### src/rtl/z80_ret_pkg.sv
`default_nettype none
// z80_ret_pkg: shared types, flag positions and opcode constants for the Z80 return unit.
// Revision: 1.0
package z80_ret_pkg;

  typedef enum logic [2:0] {
    ST_IDLE    = 3'd0,
    ST_EVAL    = 3'd1,
    ST_READ_LO = 3'd2,
    ST_READ_HI = 3'd3,
    ST_DONE    = 3'd4
  } state_e;

  typedef enum logic [2:0] {
    K_ILLEGAL = 3'd0,
    K_RET     = 3'd1,
    K_RETCC   = 3'd2,
    K_RETI    = 3'd3,
    K_RETN    = 3'd4
  } kind_e;

  typedef enum logic [2:0] {
    CC_NZ = 3'd0,
    CC_Z  = 3'd1,
    CC_NC = 3'd2,
    CC_C  = 3'd3,
    CC_PO = 3'd4,
    CC_PE = 3'd5,
    CC_P  = 3'd6,
    CC_M  = 3'd7
  } cond_e;

  localparam int FLAG_C  = 0;
  localparam int FLAG_PV = 2;
  localparam int FLAG_Z  = 6;
  localparam int FLAG_S  = 7;

  localparam logic [7:0] OP_RET  = 8'hC9;
  localparam logic [7:0] OP_RETI = 8'h4D;

  // ED 45 is the documented RETN; the rest are undocumented mirrors.
  localparam int RETN_COUNT = 7;
  localparam logic [RETN_COUNT-1:0][7:0] OP_RETN =
    {8'h7D, 8'h75, 8'h6D, 8'h65, 8'h5D, 8'h55, 8'h45};

  function automatic kind_e decode_ret(input logic ed, input logic [7:0] op);
    kind_e k;
    k = K_ILLEGAL;
    if (!ed) begin
      if (op == OP_RET)
        k = K_RET;
      else if (op[7:6] == 2'b11 && op[2:0] == 3'b000)
        k = K_RETCC;
    end else if (op == OP_RETI) begin
      k = K_RETI;
    end else begin
      for (int i = 0; i < RETN_COUNT; i++)
        if (op == OP_RETN[i])
          k = K_RETN;
    end
    return k;
  endfunction

endpackage
`default_nettype wire

### src/rtl/z80_ret_unit_if.sv
`default_nettype none
// z80_ret_unit_if: decoder-side request/result bundle and 8-bit read port of the return unit.
// Revision: 1.0
interface z80_ret_unit_if #(
  parameter int ADDR_WIDTH = 16
);
  logic                  start;
  logic                  prefix_ed;
  logic [7:0]            opcode;
  logic [7:0]            f_in;
  logic [ADDR_WIDTH-1:0] sp_in;
  logic [ADDR_WIDTH-1:0] ip_in;
  logic                  iff2_in;
  logic                  mem_rd;
  logic [ADDR_WIDTH-1:0] mem_addr;
  logic                  mem_ack;
  logic [7:0]            mem_rdata;
  logic                  busy;
  logic                  done;
  logic [ADDR_WIDTH-1:0] ip_out;
  logic [ADDR_WIDTH-1:0] sp_out;
  logic                  iff1_we;
  logic                  iff1_out;
  logic                  reti;
  logic                  illegal;
  logic                  timeout;

  modport slave (
    input  start, prefix_ed, opcode, f_in, sp_in, ip_in, iff2_in, mem_ack, mem_rdata,
    output mem_rd, mem_addr, busy, done, ip_out, sp_out, iff1_we, iff1_out, reti, illegal, timeout
  );

  modport master (
    output start, prefix_ed, opcode, f_in, sp_in, ip_in, iff2_in, mem_ack, mem_rdata,
    input  mem_rd, mem_addr, busy, done, ip_out, sp_out, iff1_we, iff1_out, reti, illegal, timeout
  );
endinterface
`default_nettype wire

### src/rtl/z80_ret_cond_eval.sv
`default_nettype none
// z80_ret_cond_eval: Z80 3-bit condition code against F; reused by the JP cc / CALL cc units.
// Revision: 1.0
module z80_ret_cond_eval
  import z80_ret_pkg::*;
(
  input  cond_e      i_cc,
  input  logic [7:0] i_f,
  output logic       o_met
);
  logic [1:0] w_sel;
  logic       w_flag;
  logic       w_unused_f;

  assign w_sel      = i_cc[2:1];
  assign w_unused_f = ^{i_f[5:3], i_f[1]};

  always_comb begin
    w_flag = 1'b0;
    case (w_sel)
      2'd0:    w_flag = i_f[FLAG_Z];
      2'd1:    w_flag = i_f[FLAG_C];
      2'd2:    w_flag = i_f[FLAG_PV];
      default: w_flag = i_f[FLAG_S];
    endcase
  end

  // Odd codes test for the flag set, even codes for it clear.
  assign o_met = (w_flag == i_cc[0]);
endmodule
`default_nettype wire

### src/rtl/z80_ret_unit.sv
`default_nettype none
// z80_ret_unit: multi-cycle engine for RET, RET cc, RETI and RETN (incl. ED mirrors).
// Revision: 1.0
module z80_ret_unit
  import z80_ret_pkg::*;
#(
  parameter int ADDR_WIDTH = 16,
  parameter int COND_DELAY = 1,
  parameter int MAX_WAIT   = 0
) (
  input  logic          clk,
  input  logic          reset_n,
  z80_ret_unit_if.slave bus
);
  localparam int ECW = (COND_DELAY > 1) ? $clog2(COND_DELAY) : 1;
  localparam int WCW = (MAX_WAIT > 1) ? $clog2(MAX_WAIT) : 1;
  localparam logic [ECW-1:0] c_eval_last = ECW'(COND_DELAY - 1);
  localparam logic [WCW-1:0] c_wait_last = (MAX_WAIT > 0) ? WCW'(MAX_WAIT - 1) : '0;

  state_e                r_state;
  kind_e                 r_kind;
  cond_e                 r_cc;
  logic [7:0]            r_f;
  logic [ADDR_WIDTH-1:0] r_sp;
  logic [ADDR_WIDTH-1:0] r_ip;
  logic                  r_iff2;
  logic [7:0]            r_lo;
  logic [ECW-1:0]        r_eval_cnt;
  logic [WCW-1:0]        r_wait_cnt;
  logic                  r_mem_rd;
  logic [ADDR_WIDTH-1:0] r_mem_addr;
  logic                  r_busy;
  logic                  r_done;
  logic [ADDR_WIDTH-1:0] r_ip_out;
  logic [ADDR_WIDTH-1:0] r_sp_out;
  logic                  r_iff1_we;
  logic                  r_iff1_out;
  logic                  r_reti;
  logic                  r_illegal;
  logic                  r_timeout;

  kind_e                 w_kind_in;
  logic                  w_cc_met;
  logic                  w_cond_met;
  logic                  w_wait_expire;
  logic                  w_sets_iff1;
  logic [ADDR_WIDTH-1:0] w_sp_p1;
  logic [ADDR_WIDTH-1:0] w_sp_p2;
  logic [ADDR_WIDTH-1:0] w_ip_p1;
  logic [ADDR_WIDTH-1:0] w_popped;

  z80_ret_cond_eval u_cond (
    .i_cc  (r_cc),
    .i_f   (r_f),
    .o_met (w_cc_met)
  );

  assign w_kind_in     = decode_ret(bus.prefix_ed, bus.opcode);
  assign w_cond_met    = (r_kind == K_RETCC) ? w_cc_met : 1'b1;
  assign w_wait_expire = (MAX_WAIT > 0) && !bus.mem_ack && (r_wait_cnt == c_wait_last);
  assign w_sets_iff1   = (r_kind == K_RETI) || (r_kind == K_RETN);
  assign w_sp_p1       = r_sp + ADDR_WIDTH'(1);
  assign w_sp_p2       = r_sp + ADDR_WIDTH'(2);
  assign w_ip_p1       = r_ip + ADDR_WIDTH'(1);
  assign w_popped      = ADDR_WIDTH'({bus.mem_rdata, r_lo});

  always_ff @(posedge clk or negedge reset_n) begin
    if (!reset_n) begin
      r_state    <= ST_IDLE;
      r_kind     <= K_ILLEGAL;
      r_cc       <= CC_NZ;
      r_f        <= '0;
      r_sp       <= '0;
      r_ip       <= '0;
      r_iff2     <= 1'b0;
      r_lo       <= '0;
      r_eval_cnt <= '0;
      r_wait_cnt <= '0;
      r_mem_rd   <= 1'b0;
      r_mem_addr <= '0;
      r_busy     <= 1'b0;
      r_done     <= 1'b0;
      r_ip_out   <= '0;
      r_sp_out   <= '0;
      r_iff1_we  <= 1'b0;
      r_iff1_out <= 1'b0;
      r_reti     <= 1'b0;
      r_illegal  <= 1'b0;
      r_timeout  <= 1'b0;
    end else begin
      case (r_state)
        ST_IDLE: begin
          if (bus.start) begin
            r_kind     <= w_kind_in;
            r_cc       <= cond_e'(bus.opcode[5:3]);
            r_f        <= bus.f_in;
            r_sp       <= bus.sp_in;
            r_ip       <= bus.ip_in;
            r_iff2     <= bus.iff2_in;
            r_eval_cnt <= '0;
            r_busy     <= 1'b1;
            if (w_kind_in == K_ILLEGAL) begin
              r_state   <= ST_DONE;
              r_done    <= 1'b1;
              r_illegal <= 1'b1;
              r_ip_out  <= bus.ip_in;
              r_sp_out  <= bus.sp_in;
            end else begin
              r_state <= ST_EVAL;
            end
          end
        end

        ST_EVAL: begin
          if (r_eval_cnt == c_eval_last) begin
            if (w_cond_met) begin
              r_state    <= ST_READ_LO;
              r_mem_rd   <= 1'b1;
              r_mem_addr <= r_sp;
              r_wait_cnt <= '0;
            end else begin
              r_state  <= ST_DONE;
              r_done   <= 1'b1;
              r_ip_out <= w_ip_p1;
              r_sp_out <= r_sp;
            end
          end else begin
            r_eval_cnt <= r_eval_cnt + ECW'(1);
          end
        end

        ST_READ_LO, ST_READ_HI: begin
          if (bus.mem_ack) begin
            r_wait_cnt <= '0;
            if (r_state == ST_READ_LO) begin
              r_lo       <= bus.mem_rdata;
              r_mem_addr <= w_sp_p1;
              r_state    <= ST_READ_HI;
            end else begin
              r_state    <= ST_DONE;
              r_mem_rd   <= 1'b0;
              r_done     <= 1'b1;
              r_ip_out   <= w_popped;
              r_sp_out   <= w_sp_p2;
              r_iff1_we  <= w_sets_iff1;
              r_iff1_out <= w_sets_iff1 & r_iff2;
              r_reti     <= (r_kind == K_RETI);
            end
          end else if (w_wait_expire) begin
            // Abort leaves architectural state untouched: report the original IP/SP.
            r_state   <= ST_DONE;
            r_mem_rd  <= 1'b0;
            r_done    <= 1'b1;
            r_timeout <= 1'b1;
            r_ip_out  <= r_ip;
            r_sp_out  <= r_sp;
          end else begin
            r_wait_cnt <= r_wait_cnt + WCW'(1);
          end
        end

        ST_DONE: begin
          r_state    <= ST_IDLE;
          r_busy     <= 1'b0;
          r_done     <= 1'b0;
          r_iff1_we  <= 1'b0;
          r_iff1_out <= 1'b0;
          r_reti     <= 1'b0;
          r_illegal  <= 1'b0;
          r_timeout  <= 1'b0;
        end

        default: r_state <= ST_IDLE;
      endcase
    end
  end

  assign bus.mem_rd   = r_mem_rd;
  assign bus.mem_addr = r_mem_addr;
  assign bus.busy     = r_busy;
  assign bus.done     = r_done;
  assign bus.ip_out   = r_ip_out;
  assign bus.sp_out   = r_sp_out;
  assign bus.iff1_we  = r_iff1_we;
  assign bus.iff1_out = r_iff1_out;
  assign bus.reti     = r_reti;
  assign bus.illegal  = r_illegal;
  assign bus.timeout  = r_timeout;
endmodule
`default_nettype wire
### src/flat_wrapper.sv
// flat-port wrapper written by rule: the top's interface ports become plain ports
module z80_ret_unit_flat import z80_ret_pkg::*;
#(
  parameter int ADDR_WIDTH = 16,
  parameter int COND_DELAY = 1,
  parameter int MAX_WAIT   = 0
)
  (clk, reset_n, bus_start, bus_prefix_ed, bus_opcode, bus_f_in, bus_sp_in, bus_ip_in, bus_iff2_in, bus_mem_ack, bus_mem_rdata, bus_mem_rd, bus_mem_addr, bus_busy, bus_done, bus_ip_out, bus_sp_out, bus_iff1_we, bus_iff1_out, bus_reti, bus_illegal, bus_timeout);
  z80_ret_unit_if #(.ADDR_WIDTH(ADDR_WIDTH)) bus_i ();
  input  logic clk;
  input  logic reset_n;
  input wire logic [$bits(bus_i.start)-1:0] bus_start;
  input wire logic [$bits(bus_i.prefix_ed)-1:0] bus_prefix_ed;
  input wire logic [$bits(bus_i.opcode)-1:0] bus_opcode;
  input wire logic [$bits(bus_i.f_in)-1:0] bus_f_in;
  input wire logic [$bits(bus_i.sp_in)-1:0] bus_sp_in;
  input wire logic [$bits(bus_i.ip_in)-1:0] bus_ip_in;
  input wire logic [$bits(bus_i.iff2_in)-1:0] bus_iff2_in;
  input wire logic [$bits(bus_i.mem_ack)-1:0] bus_mem_ack;
  input wire logic [$bits(bus_i.mem_rdata)-1:0] bus_mem_rdata;
  output wire logic [$bits(bus_i.mem_rd)-1:0] bus_mem_rd;
  output wire logic [$bits(bus_i.mem_addr)-1:0] bus_mem_addr;
  output wire logic [$bits(bus_i.busy)-1:0] bus_busy;
  output wire logic [$bits(bus_i.done)-1:0] bus_done;
  output wire logic [$bits(bus_i.ip_out)-1:0] bus_ip_out;
  output wire logic [$bits(bus_i.sp_out)-1:0] bus_sp_out;
  output wire logic [$bits(bus_i.iff1_we)-1:0] bus_iff1_we;
  output wire logic [$bits(bus_i.iff1_out)-1:0] bus_iff1_out;
  output wire logic [$bits(bus_i.reti)-1:0] bus_reti;
  output wire logic [$bits(bus_i.illegal)-1:0] bus_illegal;
  output wire logic [$bits(bus_i.timeout)-1:0] bus_timeout;
  assign bus_i.start = bus_start;
  assign bus_i.prefix_ed = bus_prefix_ed;
  assign bus_i.opcode = bus_opcode;
  assign bus_i.f_in = bus_f_in;
  assign bus_i.sp_in = bus_sp_in;
  assign bus_i.ip_in = bus_ip_in;
  assign bus_i.iff2_in = bus_iff2_in;
  assign bus_i.mem_ack = bus_mem_ack;
  assign bus_i.mem_rdata = bus_mem_rdata;
  assign bus_mem_rd = bus_i.mem_rd;
  assign bus_mem_addr = bus_i.mem_addr;
  assign bus_busy = bus_i.busy;
  assign bus_done = bus_i.done;
  assign bus_ip_out = bus_i.ip_out;
  assign bus_sp_out = bus_i.sp_out;
  assign bus_iff1_we = bus_i.iff1_we;
  assign bus_iff1_out = bus_i.iff1_out;
  assign bus_reti = bus_i.reti;
  assign bus_illegal = bus_i.illegal;
  assign bus_timeout = bus_i.timeout;
  z80_ret_unit #(.ADDR_WIDTH(ADDR_WIDTH), .COND_DELAY(COND_DELAY), .MAX_WAIT(MAX_WAIT)) u_core (.clk(clk), .reset_n(reset_n), .bus(bus_i));
endmodule
### config.mk
export PLATFORM = sky130hd
export DESIGN_NAME = z80_ret_unit_flat
export DESIGN_NICKNAME = d
export VERILOG_FILES = /design/src/rtl/z80_ret_pkg.sv /design/src/rtl/z80_ret_unit_if.sv /design/src/rtl/z80_ret_cond_eval.sv /design/src/rtl/z80_ret_unit.sv /design/src/flat_wrapper.sv
export SDC_FILE = /design/constraint.sdc
export NUM_CORES = 1
export LEC_CHECK = 0
export ABC_AREA = 0
export CELL_PAD_IN_SITES_DETAIL_PLACEMENT = 2
export CELL_PAD_IN_SITES_GLOBAL_PLACEMENT = 2
export CORE_MARGIN = 3
export CORE_UTILIZATION = 35
export CTS_BUF_LIST = sky130_fd_sc_hd__clkbuf_4
export CTS_CLUSTER_SIZE = 20
export DETAILED_ROUTE_END_ITERATION = 8
export PLACE_DENSITY = 0.88
export SYNTH_ARGS = -nofsm -noshare
export SYNTH_HDL_FRONTEND = slang
export SYNTH_SLANG_ARGS = --single-unit
### constraint.sdc
create_clock -name clk -period 3.9 [get_ports clk]
set_input_delay 0.585 -clock clk [delete_from_list [all_inputs] [get_ports clk]]
set_output_delay 0.585 -clock clk [all_outputs]
set_load 0.03 [all_outputs]
==> reports/metrics.csv <==
stage,metric,value,unit
cells_and_area,final_core_util,0.450,
sta,hold_viol_final,0,
power,p_leak,0.00312,uW
logic_synthesis,synth_nets,691,
floorplan,fp.dieW,135,um
route,drc_errors,0,
sta,rsz0062_at_grt,false,
power,swShare,0.470,
floorplan,die_h,135,um
logic_synthesis,syn_area,5790,um2
setup_path,worst-path-max-fanout,25,
logic_synthesis,synth_seq_cells,109,
global_route,grt_max_degree,66,
logic_synthesis,synth_warnings,0,
floorplan,core,16100,um2
power,p_int,3290,uW
sta,finalCritPeriodShare,0.778,
flow_run,cap_violations,0,
cts,cts_buffers,9,
route,ant_nets,0,
route,wl_per_cell,22.3,um
sta,fin_setup_tns,0,ns
route,first_pass_iters,4,
min_path,hp-class,in2async,
floorplan,start_util,0.361,
cts,h-tree-depth,3,
setup_path,required,4.28,ns
cts,clk_latency,0.50,ns
logic_synthesis,synthArstFlopShare,1.00,
place,io_buffers,112,
logic_synthesis,synth_edf_count,0,
floorplan,die-area,18100,um2
power,p_comb_frac,0.550,
setup_path,crit_path_end_kind,register,
place,routabilityCongestion,0.860,
cells_and_area,area_growth,24.9,%
cells_and_area,design_area,7230,um2
route,initialDrtViolationCount,309,
sta,finClkSkew,0.0187,ns
global_route,antenna_found_initial,1,
cts,clock-root-buffer,clkbuf_4,
power,switching_power,2920,uW
sta,holdWs,0.208,ns
logic_synthesis,syn_inst,625,
setup_path,max_stage_delay,0.64,ns
status,status,completed,
logic_synthesis,post_synth_main_area_contributors,"dfrtp_1, nand2_1, mux2_4, o21ai_0, xnor2_1",
sta,maxSlewViolCount,0,
sta,period_needed,3.04,ns
global_route,track_usage,0.234,
power,max-vdd-ir-drop,0.384,mV
cts,tritoncts,done,
floorplan,io_pins,118,
route,vias_per_cell,5.59,
route,finalWirelength,20800,um
cts,path_clk_slew,0.16,ns
sta,worst_pin_slew,0.906,ns
logic_synthesis,yosys_most_used_dff,dfrtp_1,
cells_and_area,nets,781,
sta,setup_viol,0,
logic_synthesis,yosysTopAreaCell,dfrtp_1,
cts,cts_sinks,109,
sta,layout_setup_ws,0.865,ns
sta,slew_headroom,0.396,
logic_synthesis,synth_cell_types,61,
setup_path,path_cells,inv_1 -> nor2_1 -> a221oi_2 -> and2_2 -> buf_12 -> mux2_1,
global_route,grt_pass1_vias,5925,
global_route,grt_pass1_wl,33200,um
route,via_count,5220,
place,hpwl,15000,um
setup_path,critPathBufInv,2,
logic_synthesis,avgSynthCellArea,9.26,um2
setup_path,arrival,3.41,ns
power,p_seq_frac,0.357,
cts,cts_setup_buffers,0,
power,p_per_area,859,nW/um2
setup_path,critPathLaunchType,register,
floorplan,placementRows,46,
sta,fmax,329,MHz
logic_synthesis,synth_top_cell_area_share,0.471,
setup_path,critPathTopFamily,buffers and inverters,
setup_path,crit_type,reg2reg,
logic_synthesis,yosysSeqAreaShare,0.471,
cts,postCtsResizedCells,0,
setup_path,slowest_stage,dfrtp_1,
power,clkPwrFrac,0.093,
cells_and_area,layout-drive-gt1-share,0.0823,
global_route,grt.overflow.total,0,
cts,cts_buffer_depth,2,
place,post_dp_cell_area,7100,um2
cts,holdBufCountCts,0,
place,place_ws,0.478,ns
worst paths after layout:
check,from,endpoint,slack [ns],depth (start not counted)
max in group asynchronous,reset_n,u_core.bus.ip_out[2]$_DFFE_PN0P_,2.96,2
setup reg to reg,u_core.r_state[0]$_DFFE_PN0P_,u_core.bus.ip_out[1]$_DFFE_PN0P_,0.86,6
hold reg to reg,u_core.bus.mem_addr[2]$_DFFE_PN0P_,u_core.bus.mem_addr[2]$_DFFE_PN0P_,0.51,2
hold / removal,reset_n,u_core.r_sp[0]$_DFFE_PN0P_,0.21,1
min in group clk,u_core.bus.mem_addr[2]$_DFFE_PN0P_,u_core.bus.mem_addr[2]$_DFFE_PN0P_,0.51,2
setup / recovery,u_core.r_state[0]$_DFFE_PN0P_,u_core.bus.ip_out[1]$_DFFE_PN0P_,0.86,6
sequential cells by signal (all words and copies together), names as in the netlist, 3 cells and up:
| signal | count |
|---|---|
| u_core.bus.ip_out | 16 |
| u_core.bus.mem_addr | 16 |
| u_core.bus.sp_out | 16 |
| u_core.r_ip | 16 |
| u_core.r_sp | 16 |
| u_core.r_lo | 8 |
| u_core.r_f | 4 |
| u_core.r_cc | 3 |
| u_core.r_kind | 3 |
| u_core.r_state | 3 |
worst reg2reg max path, cell delays in order (launching register included):
cell	delay, ns
dfrtp_1	0.64
inv_1	0.53
nor2_1	0.16
a221oi_2	0.42
and2_2	0.49
buf_12	0.26
mux2_1	0.42
cells by family (layout without fill, tap and decap cells):
kind of cell / Yosys count / count (layout) / synth area share
AO/OA/AOI/OAI: 116 / 116 / 0.132
XOR/XNOR: 31 / 31 / 0.0469
adder cells (fa/ha/maj): 4 / 4 / 0.00865
buffers and inverters: 60 / 152 / 0.0441
flip-flops: 109 / 109 / 0.471
multiplexers: 43 / 43 / 0.0947
other: 1 / 2 / 0.000648
AND/OR/NAND/NOR: 261 / 261 / 0.202
layout by cell type (no fill, tap or decap), drive strengths merged, types with 16 or more instances in the layout:
master | synthesis | layout
a21oi | 24 | 24
clkdlybuf4s50 | 0 | 111
dfrtp | 109 | 109
inv | 16 | 16
mux2 | 30 | 30
nand2 | 159 | 159
nand3 | 17 | 17
nor2 | 26 | 26
o21ai | 34 | 34
xnor2 | 17 | 17
area by class of cell:
class                           count  area (um2)
Timing Repair Buffer              123        1250
Tap cell                          216         270
Multi-Input combinational cell    456        2810
Inverter                           16        60.1
Sequential cell                   109        2730
Antenna cell                        1        2.50
Clock buffer                       10        75.1
Fill cell                        1702        8820
Clock inverter                      3        40.0
stage by stage:
step	cells	power (uW)
CTS	932	6240
floorplan	625	4270
detailed placement	919	5640
global route	934	6590
finish	934	6210
global placement	919	5360
power groups by stage:
stage               registers (uW)  logic, uW  clock network, uW
floorplan                     2470       1790                  0
global placement              2150       3210                  0
detailed placement            2220       3420                  0
CTS                           2210       3440                590
global route                  2280       3680                634
finish                        2220       3420                577
synthesized netlist by cell type, drive strengths merged (5+ instances only):
master and number:
xnor2 17, mux2i 12, dfrtp 109, a21oi 24, mux2 30, nand2 159
xor2 14, o21ai 34, nor3 14, nor2 26, o22ai 6, a22oi 12
nand3 17, nand4 8, buf 9, and3 7, inv 16, clkbuf 35
a31oi 5, a222oi 6
layer usage:
layer,part of all wire,wire (um),vias up,track usage
met5,0,0,-,0
met4,0.027,558,0,0.0922
met3,0.039,813,39,0.0350
met2,0.52,10800,131,0.413
met1,0.41,8630,2700,0.290
li1,-,-,2350,-
(Power assumes the default switching activity.)
